--- src/rtl/pillar_pkg.sv ---
// rtl/pillar_pkg.sv - opcode, itype constants and immediate extraction for decode_rf
package pillar_pkg;

    localparam logic [6:0] OP_R    = 7'b0110011;
    localparam logic [6:0] OP_I    = 7'b0010011;
    localparam logic [6:0] OP_L    = 7'b0000011;
    localparam logic [6:0] OP_S    = 7'b0100011;
    localparam logic [6:0] OP_B    = 7'b1100011;
    localparam logic [6:0] OP_U    = 7'b0110111;
    localparam logic [6:0] OP_JAL  = 7'b1101111;
    localparam logic [6:0] OP_JALR = 7'b1100111;

    // Code 0 is reserved for the idle/reset bundle.
    localparam logic [4:0] RTYPE   = 5'd1;
    localparam logic [4:0] ITYPE   = 5'd2;
    localparam logic [4:0] STYPE   = 5'd3;
    localparam logic [4:0] BTYPE   = 5'd4;
    localparam logic [4:0] LTYPE   = 5'd5;
    localparam logic [4:0] UTYPE   = 5'd6;
    localparam logic [4:0] JTYPE   = 5'd7;
    localparam logic [4:0] JRTYPE  = 5'd8;
    localparam logic [4:0] ILLEGAL = 5'd31;

    // Immediates are returned sign-extended to 32 bits; callers widen to XLEN.
    function automatic logic [31:0] imm_i(input logic [31:0] ir);
        return {{20{ir[31]}}, ir[31:20]};
    endfunction

    function automatic logic [31:0] imm_s(input logic [31:0] ir);
        return {{20{ir[31]}}, ir[31:25], ir[11:7]};
    endfunction

    function automatic logic [31:0] imm_b(input logic [31:0] ir);
        return {{19{ir[31]}}, ir[31], ir[7], ir[30:25], ir[11:8], 1'b0};
    endfunction

    function automatic logic [31:0] imm_u(input logic [31:0] ir);
        return {ir[31:12], 12'b0};
    endfunction

    function automatic logic [31:0] imm_j(input logic [31:0] ir);
        return {{11{ir[31]}}, ir[31], ir[19:12], ir[20], ir[30:21], 1'b0};
    endfunction

endpackage

--- src/rtl/regfile.sv ---
// rtl/regfile.sv - 2-read/1-write register file with x0 hardwired to zero
module regfile #(
    parameter int XLEN  = 32,
    parameter int NREGS = 32,
    localparam int AW   = $clog2(NREGS)
) (
    input  logic            clk,
    input  logic            reset,
    input  logic            we,
    input  logic [AW-1:0]   waddr,
    input  logic [XLEN-1:0] wdata,
    input  logic [AW-1:0]   raddr1,
    input  logic [AW-1:0]   raddr2,
    output logic [XLEN-1:0] rdata1,
    output logic [XLEN-1:0] rdata2
);

    logic [XLEN-1:0] regs [NREGS];

    always_ff @(posedge clk) begin
        if (reset) begin
            for (int i = 0; i < NREGS; i++) begin
                regs[i] <= '0;
            end
        end else if (we && waddr != '0) begin
            regs[waddr] <= wdata;
        end
    end

    assign rdata1 = (raddr1 == '0) ? '0 : regs[raddr1];
    assign rdata2 = (raddr2 == '0) ? '0 : regs[raddr2];

endmodule

--- src/rtl/decode_rf.sv ---
// rtl/decode_rf.sv - decode stage with register file, RAW scoreboard and operand bypass
module decode_rf
    import pillar_pkg::*;
#(
    parameter int XLEN   = 32,
    parameter int NREGS  = 32,
    parameter int BYPASS = 1,
    localparam int AW    = $clog2(NREGS)
) (
    input  logic            clk,
    input  logic            reset,
    input  logic            ir_valid_i,
    input  logic [31:0]     ir_i,
    output logic            ir_ready_o,
    output logic            out_valid_o,
    input  logic            out_ready_i,
    output logic [XLEN-1:0] ra_o,
    output logic [XLEN-1:0] rb_o,
    output logic [XLEN-1:0] pass_o,
    output logic [4:0]      itype_o,
    output logic [AW-1:0]   rd_o,
    output logic            rd_we_o,
    input  logic            wb_valid_i,
    input  logic [AW-1:0]   wb_rd_i,
    input  logic [XLEN-1:0] wb_data_i
);

    localparam logic [5:0] NREGS_L = 6'(NREGS);

    logic [6:0]      opcode;
    logic [4:0]      rs1_f, rs2_f, rd_f;
    logic [AW-1:0]   rs1, rs2;
    logic [4:0]      cls;
    logic            use_rs1, use_rs2, use_rd;
    logic            legal;
    logic [XLEN-1:0] rf_rd1, rf_rd2, op1, op2;
    logic [XLEN-1:0] sx_i, sx_s, sx_b, sx_u, sx_j;
    logic            wb_hit1, wb_hit2, hazard, accept;
    logic [NREGS-1:0] busy, busy_nx;

    logic [XLEN-1:0] nx_ra, nx_rb, nx_pass;
    logic [4:0]      nx_itype;
    logic [AW-1:0]   nx_rd;
    logic            nx_we;

    assign opcode = ir_i[6:0];
    assign rs1_f  = ir_i[19:15];
    assign rs2_f  = ir_i[24:20];
    assign rd_f   = ir_i[11:7];
    assign rs1    = rs1_f[AW-1:0];
    assign rs2    = rs2_f[AW-1:0];

    assign sx_i = XLEN'($signed(imm_i(ir_i)));
    assign sx_s = XLEN'($signed(imm_s(ir_i)));
    assign sx_b = XLEN'($signed(imm_b(ir_i)));
    assign sx_u = XLEN'($signed(imm_u(ir_i)));
    assign sx_j = XLEN'($signed(imm_j(ir_i)));

    always_comb begin
        cls     = ILLEGAL;
        use_rs1 = 1'b0;
        use_rs2 = 1'b0;
        use_rd  = 1'b0;
        case (opcode)
            OP_R:    begin cls = RTYPE;  use_rs1 = 1'b1; use_rs2 = 1'b1; use_rd = 1'b1; end
            OP_I:    begin cls = ITYPE;  use_rs1 = 1'b1; use_rd = 1'b1; end
            OP_L:    begin cls = LTYPE;  use_rs1 = 1'b1; use_rd = 1'b1; end
            OP_S:    begin cls = STYPE;  use_rs1 = 1'b1; use_rs2 = 1'b1; end
            OP_B:    begin cls = BTYPE;  use_rs1 = 1'b1; use_rs2 = 1'b1; end
            OP_U:    begin cls = UTYPE;  use_rd = 1'b1; end
            OP_JAL:  begin cls = JTYPE;  use_rd = 1'b1; end
            OP_JALR: begin cls = JRTYPE; use_rs1 = 1'b1; use_rd = 1'b1; end
            default: ;
        endcase
        legal = (cls != ILLEGAL)
              && !(use_rs1 && {1'b0, rs1_f} >= NREGS_L)
              && !(use_rs2 && {1'b0, rs2_f} >= NREGS_L)
              && !(use_rd  && {1'b0, rd_f}  >= NREGS_L);
    end

    regfile #(.XLEN(XLEN), .NREGS(NREGS)) u_regfile (
        .clk    (clk),
        .reset  (reset),
        .we     (wb_valid_i),
        .waddr  (wb_rd_i),
        .wdata  (wb_data_i),
        .raddr1 (rs1),
        .raddr2 (rs2),
        .rdata1 (rf_rd1),
        .rdata2 (rf_rd2)
    );

    // A same-cycle write-back both unblocks the source and supplies its value when bypassing.
    assign wb_hit1 = (BYPASS != 0) && wb_valid_i && (wb_rd_i == rs1) && (rs1 != '0);
    assign wb_hit2 = (BYPASS != 0) && wb_valid_i && (wb_rd_i == rs2) && (rs2 != '0);
    assign op1     = wb_hit1 ? wb_data_i : rf_rd1;
    assign op2     = wb_hit2 ? wb_data_i : rf_rd2;

    assign hazard = legal && ((use_rs1 && busy[rs1] && !wb_hit1)
                           || (use_rs2 && busy[rs2] && !wb_hit2));

    assign ir_ready_o = !reset && !hazard && (!out_valid_o || out_ready_i);
    assign accept     = ir_valid_i && ir_ready_o;

    always_comb begin
        nx_ra    = '0;
        nx_rb    = '0;
        nx_pass  = '0;
        nx_itype = ILLEGAL;
        nx_rd    = '0;
        nx_we    = 1'b0;
        if (legal) begin
            nx_itype = cls;
            case (cls)
                RTYPE:         begin nx_ra = op1;  nx_rb = op2; end
                ITYPE, JRTYPE: begin nx_ra = op1;  nx_rb = sx_i; end
                LTYPE:         begin nx_ra = sx_i; nx_rb = op1; end
                STYPE:         begin nx_ra = sx_s; nx_rb = op1; nx_pass = op2; end
                BTYPE:         begin nx_ra = op1;  nx_rb = op2; nx_pass = sx_b; end
                UTYPE:         nx_ra = sx_u;
                JTYPE:         nx_pass = sx_j;
                default:       ;
            endcase
            if (use_rd) begin
                nx_rd = rd_f[AW-1:0];
                nx_we = (rd_f != 5'd0);
            end
        end
    end

    // Set after clear so a new claim on the register being retired wins.
    always_comb begin
        busy_nx = busy;
        if (wb_valid_i) begin
            busy_nx[wb_rd_i] = 1'b0;
        end
        if (accept && nx_we) begin
            busy_nx[nx_rd] = 1'b1;
        end
        busy_nx[0] = 1'b0;
    end

    always_ff @(posedge clk) begin
        if (reset) begin
            busy <= '0;
        end else begin
            busy <= busy_nx;
        end
    end

    always_ff @(posedge clk) begin
        if (reset) begin
            out_valid_o <= 1'b0;
            ra_o        <= '0;
            rb_o        <= '0;
            pass_o      <= '0;
            itype_o     <= '0;
            rd_o        <= '0;
            rd_we_o     <= 1'b0;
        end else if (accept) begin
            out_valid_o <= 1'b1;
            ra_o        <= nx_ra;
            rb_o        <= nx_rb;
            pass_o      <= nx_pass;
            itype_o     <= nx_itype;
            rd_o        <= nx_rd;
            rd_we_o     <= nx_we;
        end else if (out_ready_i) begin
            out_valid_o <= 1'b0;
        end
    end

endmodule

--- config.mk ---
export PLATFORM = sky130hd
export DESIGN_NAME = decode_rf
export DESIGN_NICKNAME = d
export VERILOG_FILES = /design/src/rtl/pillar_pkg.sv /design/src/rtl/regfile.sv /design/src/rtl/decode_rf.sv
export SDC_FILE = /design/constraint.sdc
export NUM_CORES = 2
export LEC_CHECK = 0
export CELL_PAD_IN_SITES_DETAIL_PLACEMENT = 1
export CELL_PAD_IN_SITES_GLOBAL_PLACEMENT = 1
export CORE_ASPECT_RATIO = 1.25
export CORE_MARGIN = 2
export CORE_UTILIZATION = 48
export CTS_CLUSTER_DIAMETER = 100
export DETAILED_ROUTE_END_ITERATION = 12
export GPL_ROUTABILITY_DRIVEN = 0
export PLACE_DENSITY_LB_ADDON = 0.1
export REMOVE_ABC_BUFFERS = 1
export SLEW_MARGIN = 20
export SYNTH_ARGS = -nofsm -noshare
export SYNTH_HDL_FRONTEND = slang
export SYNTH_SLANG_ARGS = --single-unit
export TNS_END_PERCENT = 1
--- constraint.sdc ---
create_clock -name clk -period 5.9 [get_ports clk]
set_input_delay 1.77 -clock clk [delete_from_list [all_inputs] [get_ports clk]]
set_output_delay 1.77 -clock clk [all_outputs]
set_load 0.005 [all_outputs]
==> flow_metrics.tcl <==
set metrics [dict create \
    dp_hpwl_um 177000 \
    synth_area_um2 61600 \
    final_common_cell "edfxtp_1" \
    nFillCells 12300 \
    synth.avg_cell_area_um2 13.7 \
    post-route-drc-count 0 \
    drive_gt1_share_pct 22.8 \
    first_pass_iters 9 \
    dieArea_um2 131000 \
    start_kind "primary input" \
    leakagePower_nw 24.7 \
    core_area_um2 128000 \
    switching_share_pct 26.5 \
    maxSlewViolCount 0 \
    grt_usage_pct 41.5 \
    synth-warning-count 0 \
    max-vdd-ir-drop_mv 0.246 \
    clk_pin_slew_worst_paths_ps 60 \
    holdCritPathClass "register to register" \
    nNetsFinal 4769 \
    antenna_left 0 \
    die_x_um 324 \
    cts_buffer_depth 3 \
    final_util_pct 55.7 \
    place_area_um2 67100 \
    cts_setup_buffers 0 \
    cts_tree "yes" \
    clock_power_share_pct 40.1 \
    p_total_w 0.0204 \
    synth-seq-cells 1163 \
    crit_fanout 3 \
    crit_path_end_kind "output port" \
    outcome "complete, no violations" \
    io_pins 183 \
    routed_via_density 7.10 \
    async_reset_ff_share_pct 0 \
    p_sw_w 0.00541 \
    initial_core_util_pct 48.1 \
    design_area_um2 71300 \
    routedWlPerCell_um 41.9 \
    pwr-share-comb_pct 13.0 \
    grt_overflow 0 \
    die_height_um 405 \
    cellPowerDensity_nw_per_um2 286 \
    rows 147 \
    worst_pin_slew_ps 1230 \
    hold_depth 2 \
    cts_hold_buf 0 \
    slew_headroom_pct 17.8 \
    crit_arrival_ps 4020 \
    skew_ps 28.3 \
    numCtsBuffers 131 \
    worst-r2r-cell-count 9 \
    synth_cell_types 74 \
    setup_ws_ps 107 \
    vias 46200 \
    max-cap-violations 0 \
    yosysSeqAreaShare_pct 54.4 \
    synth_enable_flop_cells 1024 \
    root_buffer "clkbuf_16" \
    hold_viol 0 \
    antenna_found_initial 17 \
    path_class "primary input to output port" \
    fin_crit_sh_pct 98.2 \
    pwr-share-seq_pct 46.9 \
    grt_max_degree 95 \
    routed_wl_um 273000 \
    clkLatencyLatePin_ps 790 \
    preCtsSetupSlack_ps -246 \
    drt_first_iter_violations 6522 \
    layout_common_cells "edfxtp_1, and2_1, mux4_2, buf_4, mux2i_1" \
    netlist_instances 4496 \
    syn_to_final_growth_pct 15.7 \
    grt_pass1_vias 46400 \
    fin_crit_ps 5790 \
    synth-main-ff-cell "edfxtp_1" \
    clock.fmax_mhz 173 \
    setup_viol 0 \
    portBuffers 182 \
    grt_pass1_wl_um 375000 \
    rsz0062_at_grt "no" \
    clock_sinks 1163 \
    cp.required_ps 4130 \
    intPower_w 0.0150 \
    htree_levels 4 \
]
-- final timing paths --
kind              slack (ps)    endpoint       from
setup / recovery         110  ir_ready_o    ir_i[0]
hold / removal           460   pass_o[0]  pass_o[0]
setup reg to reg        2360    ra_o[20]   busy[14]
hold reg to reg          460   pass_o[0]  pass_o[0]
-- registers in the layout (all words and copies together), names as in the netlist --
register / flops
u_regfile.regs: 1024
rb_o: 32
busy: 31
out_valid_o: 1
rd_o: 5
rd_we_o: 1
ra_o: 32
pass_o: 32
itype_o: 5
-- logic make-up after synthesis --
group / synth area share [%]
muxes: 19.7
and+or+nand+nor: 13.7
buffers and inverters: 3.60
AOI/OAI and AO/OA: 8.44
other: 0.00608
xor gates and xnor gates: 0.142
DFF: 54.4
-- layer usage --
metal,vias up,track usage [%],routed length [µm]
li1,17800,-,-
met1,24000,48.3,92000
met2,3458,64.2,124000
met3,986,10.7,28300
met4,16,35.6,28900
met5,-,0.0368,100
-- per-stage QoR --
stage | TNS, ps | cells | hold slack, ps
2_1_floorplan | -73260 | 4043 | 440
4_1_cts | 0 | 6506 | 459
6_report | 0 | 6516 | 455
3_3_place_gp | -243 | 6273 | 441
3_5_place_dp | -246 | 6273 | 447
5_1_grt | 0 | 6508 | 475
-- Yosys cell counts (22+ instances only) --
library cell | n | area (µm²)
a21oi_1 | 62 | 310
a221oi_1 | 58 | 508
a222oi_1 | 22 | 220
a22o_1 | 51 | 447
a22oi_1 | 104 | 781
and2_1 | 1006 | 6290
buf_1 | 23 | 86.3
buf_2 | 77 | 385
buf_4 | 29 | 218
clkbuf_1 | 352 | 1320
dfxtp_1 | 139 | 2780
edfxtp_1 | 1024 | 30700
inv_1 | 41 | 154
mux2i_1 | 201 | 2010
mux4_2 | 443 | 9980
nand2_1 | 127 | 477
nand3_1 | 56 | 280
nand3b_1 | 25 | 188
nand4_1 | 33 | 206
nor2_1 | 84 | 315
nor3_1 | 22 | 110
o211ai_1 | 26 | 195
o21ai_0 | 116 | 581
o221ai_1 | 24 | 210
o2bb2ai_1 | 28 | 245
o31ai_1 | 32 | 240
o32ai_1 | 31 | 272
-- critical path, stage by stage --
cell	delay, ps
clkdlybuf4s50_1	500
and3b_1	420
o21a_1	240
o21ai_0	130
nor4_1	440
or2_4	210
nor3_1	50
dlygate4sd2_1	270
-- power by group through the flow --
stage	logic (W)	clock network, W	registers [W]
after floorplan	0.00109	0	0.00966
after global placement	0.00252	0	0.00969
after detailed placement	0.00254	0	0.00973
after CTS	0.00255	0.00823	0.00956
after global routing	0.00266	0.00851	0.00961
final	0.00265	0.00819	0.00957
-- repair_timing --
item | in CTS | in global routing
resized for setup | 3 | 0
hold endpoints to repair | 0 | 0
setup endpoints to repair | 1 | 0
-- layout make-up --
class / count / area [µm²] / share of cell area [%]
Antenna cell: 8 / 20.0 / 0.0281
Multi-Input combinational cell: 2833 / 26700 / 37.4
Clock inverter: 47 / 400 / 0.561
Tap cell: 1713 / 2140 / 3.00
Timing Repair Buffer: 519 / 4640 / 6.51
Sequential cell: 1163 / 33500 / 47.0
Inverter: 47 / 180 / 0.253
Clock buffer: 186 / 3770 / 5.28
(Power assumes the default switching activity.)
